$ cat config.mk
export PLATFORM = sky130hd
export DESIGN_NAME = alu_decoder_pipe
export DESIGN_NICKNAME = d
export VERILOG_FILES = /design/src/rtl/alu_decoder_pipe_pkg.sv /design/src/rtl/alu_decode_comb.sv /design/src/rtl/alu_decoder_pipe.sv
export SDC_FILE = /design/constraint.sdc
export NUM_CORES = 1
export LEC_CHECK = 0
export BUFFER_PORTS_ARGS = -buffer_cell sky130_fd_sc_hd__buf_4
export CAP_MARGIN = 30
export CORE_MARGIN = 2
export CORE_UTILIZATION = 39
export CTS_CLUSTER_SIZE = 24
export DETAILED_ROUTE_END_ITERATION = 6
export PLACE_DENSITY = 0.71
export REMOVE_ABC_BUFFERS = 1
export SLEW_MARGIN = 15
export SYNTH_ARGS = -nofsm -noshare
export SYNTH_HDL_FRONTEND = slang
export SYNTH_SLANG_ARGS = --single-unit
$ cat constraint.sdc
create_clock -name clk -period 1.6 [get_ports clk]
set_clock_uncertainty 0.05 [all_clocks]
set_input_delay 0.08 -clock clk [delete_from_list [all_inputs] [get_ports clk]]
set_output_delay 0.08 -clock clk [all_outputs]
set_load 0.005 [all_outputs]
$ cat src/rtl/alu_decoder_pipe_pkg.sv
// Shared encodings for the ALU decoder pipe: ALU control codes, ALUOpcode values,
// funct7 patterns and MDU wait FSM states.
package alu_decoder_pipe_pkg;

  localparam logic [4:0] ALU_ADD    = 5'd0;
  localparam logic [4:0] ALU_SUB    = 5'd1;
  localparam logic [4:0] ALU_AND    = 5'd2;
  localparam logic [4:0] ALU_OR     = 5'd3;
  localparam logic [4:0] ALU_XOR    = 5'd4;
  localparam logic [4:0] ALU_SLT    = 5'd5;
  localparam logic [4:0] ALU_SLTU   = 5'd6;
  localparam logic [4:0] ALU_SLL    = 5'd7;
  localparam logic [4:0] ALU_SRL    = 5'd8;
  localparam logic [4:0] ALU_SRA    = 5'd9;
  localparam logic [4:0] ALU_MUL    = 5'd16;
  localparam logic [4:0] ALU_MULH   = 5'd17;
  localparam logic [4:0] ALU_MULHSU = 5'd18;
  localparam logic [4:0] ALU_MULHU  = 5'd19;
  localparam logic [4:0] ALU_DIV    = 5'd20;
  localparam logic [4:0] ALU_DIVU   = 5'd21;
  localparam logic [4:0] ALU_REM    = 5'd22;
  localparam logic [4:0] ALU_REMU   = 5'd23;

  localparam logic [1:0] ALUOP_ADD   = 2'b00;
  localparam logic [1:0] ALUOP_SUB   = 2'b01;
  localparam logic [1:0] ALUOP_FUNCT = 2'b10;
  localparam logic [1:0] ALUOP_RSVD  = 2'b11;

  localparam logic [6:0] F7_BASE = 7'b0000000;
  localparam logic [6:0] F7_ALT  = 7'b0100000;
  localparam logic [6:0] F7_MEXT = 7'b0000001;

  typedef enum logic {
    ST_IDLE = 1'b0,
    ST_WAIT = 1'b1
  } mdu_state_e;

endpackage

$ cat src/rtl/alu_decode_comb.sv
// Pure combinational ALU decode of ALUOpcode/funct3/funct7/opcode5 into {alu_ctrl, illegal, is_mdu}.
// Any illegal encoding collapses to ADD with is_mdu cleared.
module alu_decode_comb
  import alu_decoder_pipe_pkg::*;
#(
  parameter int ENABLE_M = 1,
  parameter int CTRL_W   = 5
) (
  input  logic [1:0]        alu_op,
  input  logic [2:0]        funct3,
  input  logic [6:0]        funct7,
  input  logic              opcode5,
  output logic [CTRL_W-1:0] alu_ctrl,
  output logic              illegal,
  output logic              is_mdu
);

  logic [4:0] code;
  logic       bad;
  logic       mdu;
  logic       f7_legal;

  always_comb begin
    code     = ALU_ADD;
    bad      = 1'b0;
    mdu      = 1'b0;
    f7_legal = 1'b1;
    case (alu_op)
      ALUOP_ADD: code = ALU_ADD;
      ALUOP_SUB: code = ALU_SUB;
      ALUOP_FUNCT: begin
        if (opcode5 && funct7 == F7_MEXT) begin
          mdu = (ENABLE_M != 0);
          bad = (ENABLE_M == 0);
          case (funct3)
            3'd0:    code = ALU_MUL;
            3'd1:    code = ALU_MULH;
            3'd2:    code = ALU_MULHSU;
            3'd3:    code = ALU_MULHU;
            3'd4:    code = ALU_DIV;
            3'd5:    code = ALU_DIVU;
            3'd6:    code = ALU_REM;
            default: code = ALU_REMU;
          endcase
        end else begin
          case (funct3)
            3'b000:  code = (opcode5 && funct7[5]) ? ALU_SUB : ALU_ADD;
            3'b001:  code = ALU_SLL;
            3'b010:  code = ALU_SLT;
            3'b011:  code = ALU_SLTU;
            3'b100:  code = ALU_XOR;
            3'b101:  code = funct7[5] ? ALU_SRA : ALU_SRL;
            3'b110:  code = ALU_OR;
            default: code = ALU_AND;
          endcase
          // I-type immediates occupy funct7 except for the shift forms.
          if (opcode5) begin
            f7_legal = (funct7 == F7_BASE) ||
                       (funct7 == F7_ALT && (funct3 == 3'b000 || funct3 == 3'b101));
          end else if (funct3 == 3'b001 || funct3 == 3'b101) begin
            f7_legal = (funct7 == F7_BASE) || (funct7 == F7_ALT && funct3 == 3'b101);
          end
          bad = !f7_legal;
        end
      end
      ALUOP_RSVD: bad = 1'b1;
      default:    bad = 1'b1;
    endcase
    if (bad) begin
      code = ALU_ADD;
      mdu  = 1'b0;
    end
  end

  assign alu_ctrl = CTRL_W'(code);
  assign illegal  = bad;
  assign is_mdu   = mdu;

endmodule

$ cat src/rtl/alu_decoder_pipe.sv
// Registered valid/ready ALU decoder; 1-cycle latency, full throughput except after an MDU op,
// which blocks issue until its entry is taken and then for MUL_LAT/DIV_LAT busy cycles.
module alu_decoder_pipe
  import alu_decoder_pipe_pkg::*;
#(
  parameter int ENABLE_M = 1,
  parameter int MUL_LAT  = 3,
  parameter int DIV_LAT  = 32,
  parameter int CTRL_W   = 5
) (
  input  logic              clk,
  input  logic              reset,
  input  logic              in_valid,
  output logic              in_ready,
  input  logic [1:0]        ALUOpcode,
  input  logic [2:0]        funct3,
  input  logic [6:0]        funct7,
  input  logic              opcode5,
  output logic              out_valid,
  input  logic              out_ready,
  output logic [CTRL_W-1:0] alu_ctrl,
  output logic              illegal,
  output logic              is_mdu,
  output logic              mdu_busy
);

  localparam int MAX_LAT = (MUL_LAT > DIV_LAT) ? MUL_LAT : DIV_LAT;
  localparam int CNT_W   = $clog2(MAX_LAT + 1);

  logic [CTRL_W-1:0] dec_ctrl;
  logic              dec_illegal;
  logic              dec_mdu;

  logic              out_valid_q;
  logic [CTRL_W-1:0] alu_ctrl_q;
  logic              illegal_q;
  logic              is_mdu_q;
  logic              mdu_busy_q;
  mdu_state_e        state_q;
  logic [CNT_W-1:0]  cnt_q;

  logic accept;
  logic take;

  alu_decode_comb #(
    .ENABLE_M (ENABLE_M),
    .CTRL_W   (CTRL_W)
  ) u_decode (
    .alu_op   (ALUOpcode),
    .funct3   (funct3),
    .funct7   (funct7),
    .opcode5  (opcode5),
    .alu_ctrl (dec_ctrl),
    .illegal  (dec_illegal),
    .is_mdu   (dec_mdu)
  );

  // A held MDU entry must not be replaced: its take is what starts the wait.
  assign in_ready = (state_q == ST_IDLE) && (!out_valid_q || (out_ready && !is_mdu_q));
  assign accept   = in_valid && in_ready;
  assign take     = out_valid_q && out_ready;

  always_ff @(posedge clk or posedge reset) begin
    if (reset) begin
      out_valid_q <= 1'b0;
      alu_ctrl_q  <= CTRL_W'(ALU_ADD);
      illegal_q   <= 1'b0;
      is_mdu_q    <= 1'b0;
      mdu_busy_q  <= 1'b0;
      state_q     <= ST_IDLE;
      cnt_q       <= '0;
    end else begin
      if (accept) begin
        out_valid_q <= 1'b1;
        alu_ctrl_q  <= dec_ctrl;
        illegal_q   <= dec_illegal;
        is_mdu_q    <= dec_mdu;
      end else if (take) begin
        out_valid_q <= 1'b0;
      end

      case (state_q)
        ST_IDLE: begin
          if (take && is_mdu_q) begin
            state_q    <= ST_WAIT;
            mdu_busy_q <= 1'b1;
            // Bit 2 of an M code separates DIV/REM (20..23) from MUL (16..19).
            cnt_q      <= alu_ctrl_q[2] ? CNT_W'(DIV_LAT - 1) : CNT_W'(MUL_LAT - 1);
          end
        end
        ST_WAIT: begin
          if (cnt_q == '0) begin
            state_q    <= ST_IDLE;
            mdu_busy_q <= 1'b0;
          end else begin
            cnt_q <= cnt_q - CNT_W'(1);
          end
        end
        default: state_q <= ST_IDLE;
      endcase
    end
  end

  assign out_valid = out_valid_q;
  assign alu_ctrl  = alu_ctrl_q;
  assign illegal   = illegal_q;
  assign is_mdu    = is_mdu_q;
  assign mdu_busy  = mdu_busy_q;

endmodule

### Word level (Yosys, flattened, before mapping)

Cells that the tools add are included.

* flip-flop bits (word level): 16
* input port bits: 17
* output and inout bits: 10
* word-level logic and storage cells: 74

* add/sub/neg operators: 1
* eq/ne operators: 14
* mux-type cells: 28
* bitwise gates (word level): 1
* reductions and logical operators: 23

Operators with widths (number)
* 5-bit case mux with 7 select lines: 1
* 3-bit case mux with 7 select lines: 1
* 1-bit 2-to-1 mux: 16
* 5-bit 2-to-1 mux: 3
* 6-bit 2-to-1 mux: 2
* 6-bit case mux with 2 select lines: 1
* 5-bit case mux with 2 select lines: 1
* 3-bit == test (second input constant): 3
* 1-bit logical AND: 9
* 7-bit by 1-bit == test with 1-bit output (second input constant): 1
* 7-bit by 6-bit == test with 1-bit output (second input constant): 1
* 7-bit logical NOT: 1
* 3-bit by 2-bit == test with 1-bit output (second input constant): 2
* 6-bit logical NOT: 1
* 1-bit case mux with 2 select lines: 3
* 6-bit by 1-bit subtractor with 6-bit output (second input constant): 1
* 1-bit logical OR: 5
* 2-bit == test (second input constant): 2
* 2-bit by 1-bit != test with 1-bit output (second input constant): 2
* 2-bit AND reduction: 2
* 3-bit by 1-bit == test with 1-bit output (second input constant): 1
* 1-bit logical NOT: 3
* 3-bit logical NOT: 1
* 2-bit by 1-bit == test with 1-bit output (second input constant): 1
* 3 further kinds: 3

### Longest topological paths before layout

* depth in word-level cells: 11
* mapped depth: 7
* mapped depth without buffers: 7

### Hierarchy

Synthesis repeated with hierarchy kept, for this count alone.

* cell total of the unflattened synthesis: 106
* area total of the unflattened synthesis: 1093.5 um2

Modules (own cells, without submodules)
* alu_decoder_pipe: instances 1, cells each 65, area each 775.7 um2, sequential area each 400.4 um2
* alu_decode_comb: instances 1, cells each 41, area each 317.8 um2, sequential area each 0.0 um2

### Least setup slack after synthesis

No wires, ideal clock.

* kind: flip-flop to flip-flop
* start point: reg is_mdu_q (netlist: is_mdu)
* end point: reg alu_ctrl_q[1] (netlist: alu_ctrl[1])
* library setup time: 95 ps
* arrival time: 1591 ps
* required time: 1455 ps
* slack: -137 ps
* cell stages (with the launch flop): 6
* buffers on the path: 0
* clock period less this slack: 1737 ps
* path through: dfrtp_1 -> nand2b_4 -> a21oi_4 -> nand2_2 -> or4b_4 -> o31ai_1

* longest elaborated chain between the ends: 5

RTL lines
* start: declaration: RTL line alu_decoder_pipe.sv:37 `logic is_mdu_q;`
* start signal: assignment: RTL line alu_decoder_pipe.sv:77 `is_mdu_q <= dec_mdu;`
* 1-bit logical NOT: RTL line alu_decoder_pipe.sv:59 `assign in_ready = (state_q == ST_IDLE) && (!out_valid_q || (out_ready && !is_mdu_q));`
* 1-bit logical AND: RTL line alu_decoder_pipe.sv:59
* 1-bit logical OR: RTL line alu_decoder_pipe.sv:59
* 1-bit logical AND: RTL line alu_decoder_pipe.sv:59
* net in_ready: RTL line alu_decoder_pipe.sv:14 `output logic in_ready,`
* 1-bit logical AND: RTL line alu_decoder_pipe.sv:60 `assign accept = in_valid && in_ready;`
* end signal: assignment: RTL line alu_decoder_pipe.sv:66 `alu_ctrl_q <= CTRL_W'(ALU_ADD);`
* end signal: assignment: RTL line alu_decoder_pipe.sv:75 `alu_ctrl_q <= dec_ctrl;`
* end: declaration: RTL line alu_decoder_pipe.sv:35 `logic [CTRL_W-1:0] alu_ctrl_q;`

The timed path passes the listed nets, and every way through them passes these cells.
A chain may end at the register's enable or synchronous reset.

### Final worst setup path

* start point: reg is_mdu_q (netlist: is_mdu)
* end point: reg alu_ctrl_q[2] (netlist: alu_ctrl[2])

* longest elaborated chain between the ends: 5

RTL lines (RTL line)
* 1-bit logical NOT: alu_decoder_pipe.sv:59
* 1-bit logical AND: alu_decoder_pipe.sv:59
* 1-bit logical OR: alu_decoder_pipe.sv:59
* 1-bit logical AND: alu_decoder_pipe.sv:59
* 1-bit logical AND: alu_decoder_pipe.sv:60

No other way between the ends.

==> results.cfg <==
[final_layout]
finalNonFillerCells = 175
syn2layout_area_growth_pct = 37.2
multi_input_area_sq_um = 577
regArea_sq_um = 375
nets = 168
n_antenna_cell = 0
layout-drive-gt1-share_pct = 42.8
fillers = 232

[status]
violations = setup timing
status = complete, but fails checks

[detailed_routing]
ant_nets = 0
vias = 895
drc_errors = 0
first_iter_violations = 19
firstDrtPassIters = 4
finalWirelength_microns = 2150
post_drt_wl_per_cell_microns = 12.3
vias_per_cell = 5.11

[timing]
post-route-min-period_ns = 1.61
slew_headroom_pct = 61.2
setup_ws_ns = -0.00934
post-route-period-util_pct = 101
max_freq_ghz = 0.621
slew_viol_final = 0
hold_viol_final = 0
rsz0062_at_grt = yes
max_slew.worst_pin.slew_ns = 0.581
setup_viol = 1
setup_tns_ns = -0.00934

[die]
die_h_microns = 54.3
initial_core_util_pct = 40.6
num_rows = 18
core_area_sq_mm = 0.00243
ios = 27
dieArea_sq_mm = 0.00295
die-width_microns = 54.3

[clocking]
cts_made_buffers = 3
clk_latency_ns = 0.30
cts.path.max_buffers = 2
cts_root_buf = clkbuf_4
clk_pin_slew_ns = 0.10
cts_tree = yes
clock-sinks = 15
cts-htree-levels = 1

[power]
comb_power_share_pct = 20.3
power-per-cell-area_mw_per_mm2 = 586
p_sw_share_pct = 28.0
power.internal_mw = 0.572
clkPwrFrac_pct = 29.7
switchingPower_mw = 0.222
seqPwrFrac_pct = 50.0
leakagePower_nw = 0.672
ir_drop_mv = 0.417

[worst_setup_path]
cp.required_ns = 1.77
r2r_slack_ns = -0.009
timing.rr.end = alu_ctrl[2]
crit_path_start_kind = flop
cp_slowest_cell = or4b_4
rr_worst_depth = 5
endpoint_kind = flop
worstPathMaxFanout = 4
rr_startpoint = is_mdu
path_class = flop to flop
crit_arrival_ns = 1.78
crit_chain = nand2b_4, a21oi_4, nand2_2, or4b_4, o31ai_2
cp_slowest_stage_delay_ns = 0.55

[yosys]
synth_compound_area_share_pct = 21.9
ys_types = 41
ys_warn_count = 0
ys_seq_elements = 15
ys_seq_area_share_pct = 38.0
syn-cell-area_sq_um = 988
synth_mux_area_share_pct = 3.29
synth_xor_area_share_pct = 1.77
synth_edf_count = 0
synthAdderAreaFrac_pct = 6.33
syn_avg_cell_area_sq_um = 9.50
ys_async_sr_fraction_pct = 100
synth_top_family_by_area = simple AND/OR/NAND/NOR gates
synthSimpleGateAreaFrac_pct = 23.0
netlist_instances = 104
synth_flop_cell = dfrtp_1

[global_routing]
grt_antenna_before_repair = 0
grt_max_degree = 16
grt_use_total_pct = 16.6
grt_pass1_vias = 853
overflow = 0
grt_pass1_wl_microns = 3510

[hold_path]
holdPathEnd = alu_ctrl[3]
hold_class = input pin to flop
holdPathStages = 3
worstHoldStart = funct3[2]

[placement]
port_buffers = 26
gp_congestion = 0.755
dp.cells = 169
place_ws_ns = -0.0562
hpwlAfterDp_microns = 1650

[run]
drv_cap = 0
-- metrics by stage --
stage	hold WS, ns	instance area (sq um)	utilization (%)	power, mW
after floorplan	-0.0685	966	-	0.473
after detailed placement	0.133	1290	53.0	0.561
after global placement	0.124	1290	53.0	0.556
after global routing	0.0114	1360	55.8	0.841
final	0.0224	1360	55.8	0.794
after CTS	0.0148	1340	54.9	0.800
-- routing by layer --
metal  routed length [microns]  GRT usage (%)
met5                         0              0
met4                        25           5.00
met3                       102           4.92
met2                      1150           31.7
met1                       872           17.2
-- Yosys cell counts, types with 2 or more instances --
cell type	instances	area share [%]
dfrtp_1	15	38
a31o_2	3	2.7
nor3_1	3	1.5
inv_1	9	3.4
mux2_2	2	2.3
nand2b_1	5	3.2
o21ai_2	2	1.8
nand2_2	2	1.3
ha_1	5	6.3
a21oi_1	9	4.6
o21ai_0	4	2.0
nand2_1	9	3.4
a31oi_1	2	1.3
o31ai_1	2	1.5
nor2_1	6	2.3
-- logic make-up after synthesis --
| logic type | after synthesis |
|---|---|
| and+or+nand+nor | 37 |
| buffers and inverters | 12 |
| muxes | 3 |
| AOI/OAI and AO/OA | 30 |
| adders and majority gates | 5 |
| xor gates and xnor gates | 2 |
| DFF | 15 |
-- power by group through the flow --
| stage | registers (mW) | clock network, mW | logic (mW) |
|---|---|---|---|
| final | 0.397 | 0.236 | 0.161 |
| after global routing | 0.399 | 0.263 | 0.179 |
| after CTS | 0.398 | 0.242 | 0.160 |
| after detailed placement | 0.405 | 0 | 0.156 |
| after global placement | 0.404 | 0 | 0.152 |
| after floorplan | 0.406 | 0 | 0.0663 |
-- final cells by class --
type | instances | area share [%]
tap | 30 | 2.77
clock inverter | 1 | 0.369
multi-input combinational | 77 | 42.5
sequential | 15 | 27.7
clock buffer | 3 | 1.66
timing repair buffer | 40 | 22.5
inverter | 9 | 2.49
-- how the worst max path moves through the flow --
stage                 from     endpoint
finish              is_mdu  alu_ctrl[2]
floorplan           is_mdu  alu_ctrl[1]
detailed placement  is_mdu  alu_ctrl[2]
CTS                 is_mdu  alu_ctrl[2]
global placement    is_mdu  alu_ctrl[1]
global route        is_mdu  alu_ctrl[2]
-- cells in the final DEF, fill, tap and decap left out, types with 4 or more instances in the layout --
master	synthesis	routed
a21oi_1	9	9
buf_4	1	38
dfrtp_1	15	15
ha_1	5	5
inv_1	9	9
nand2_1	9	9
nand2b_1	5	5
nor2_1	6	6
o21ai_0	4	4
-- timing repair --
item / in CTS / in global routing
cloned: 0 / 0
endpoints found under the setup margin: 3 / 8
setup buffers: 0 / 0
pin swaps: 6 / 2
hold buffers: 2 / 0
resized for setup: 0 / 4
endpoints found under the hold margin: 16 / 0
-- flip-flops by register name, summed over array words and instances (netlist names) --
signal	flops
alu_ctrl	4
state_q	1
is_mdu	1
illegal	1
cnt_q	6
mdu_busy	1
out_valid	1
-- worst max-delay path, delay by kind of cell (launching register included) --
family | cells | cell delay (ns)
AOI/OAI and AO/OA | 2 | 0.33
DFF | 1 | 0.39
and+or+nand+nor | 3 | 0.76
No activity file was read; power rests on OpenSTA's default activity.
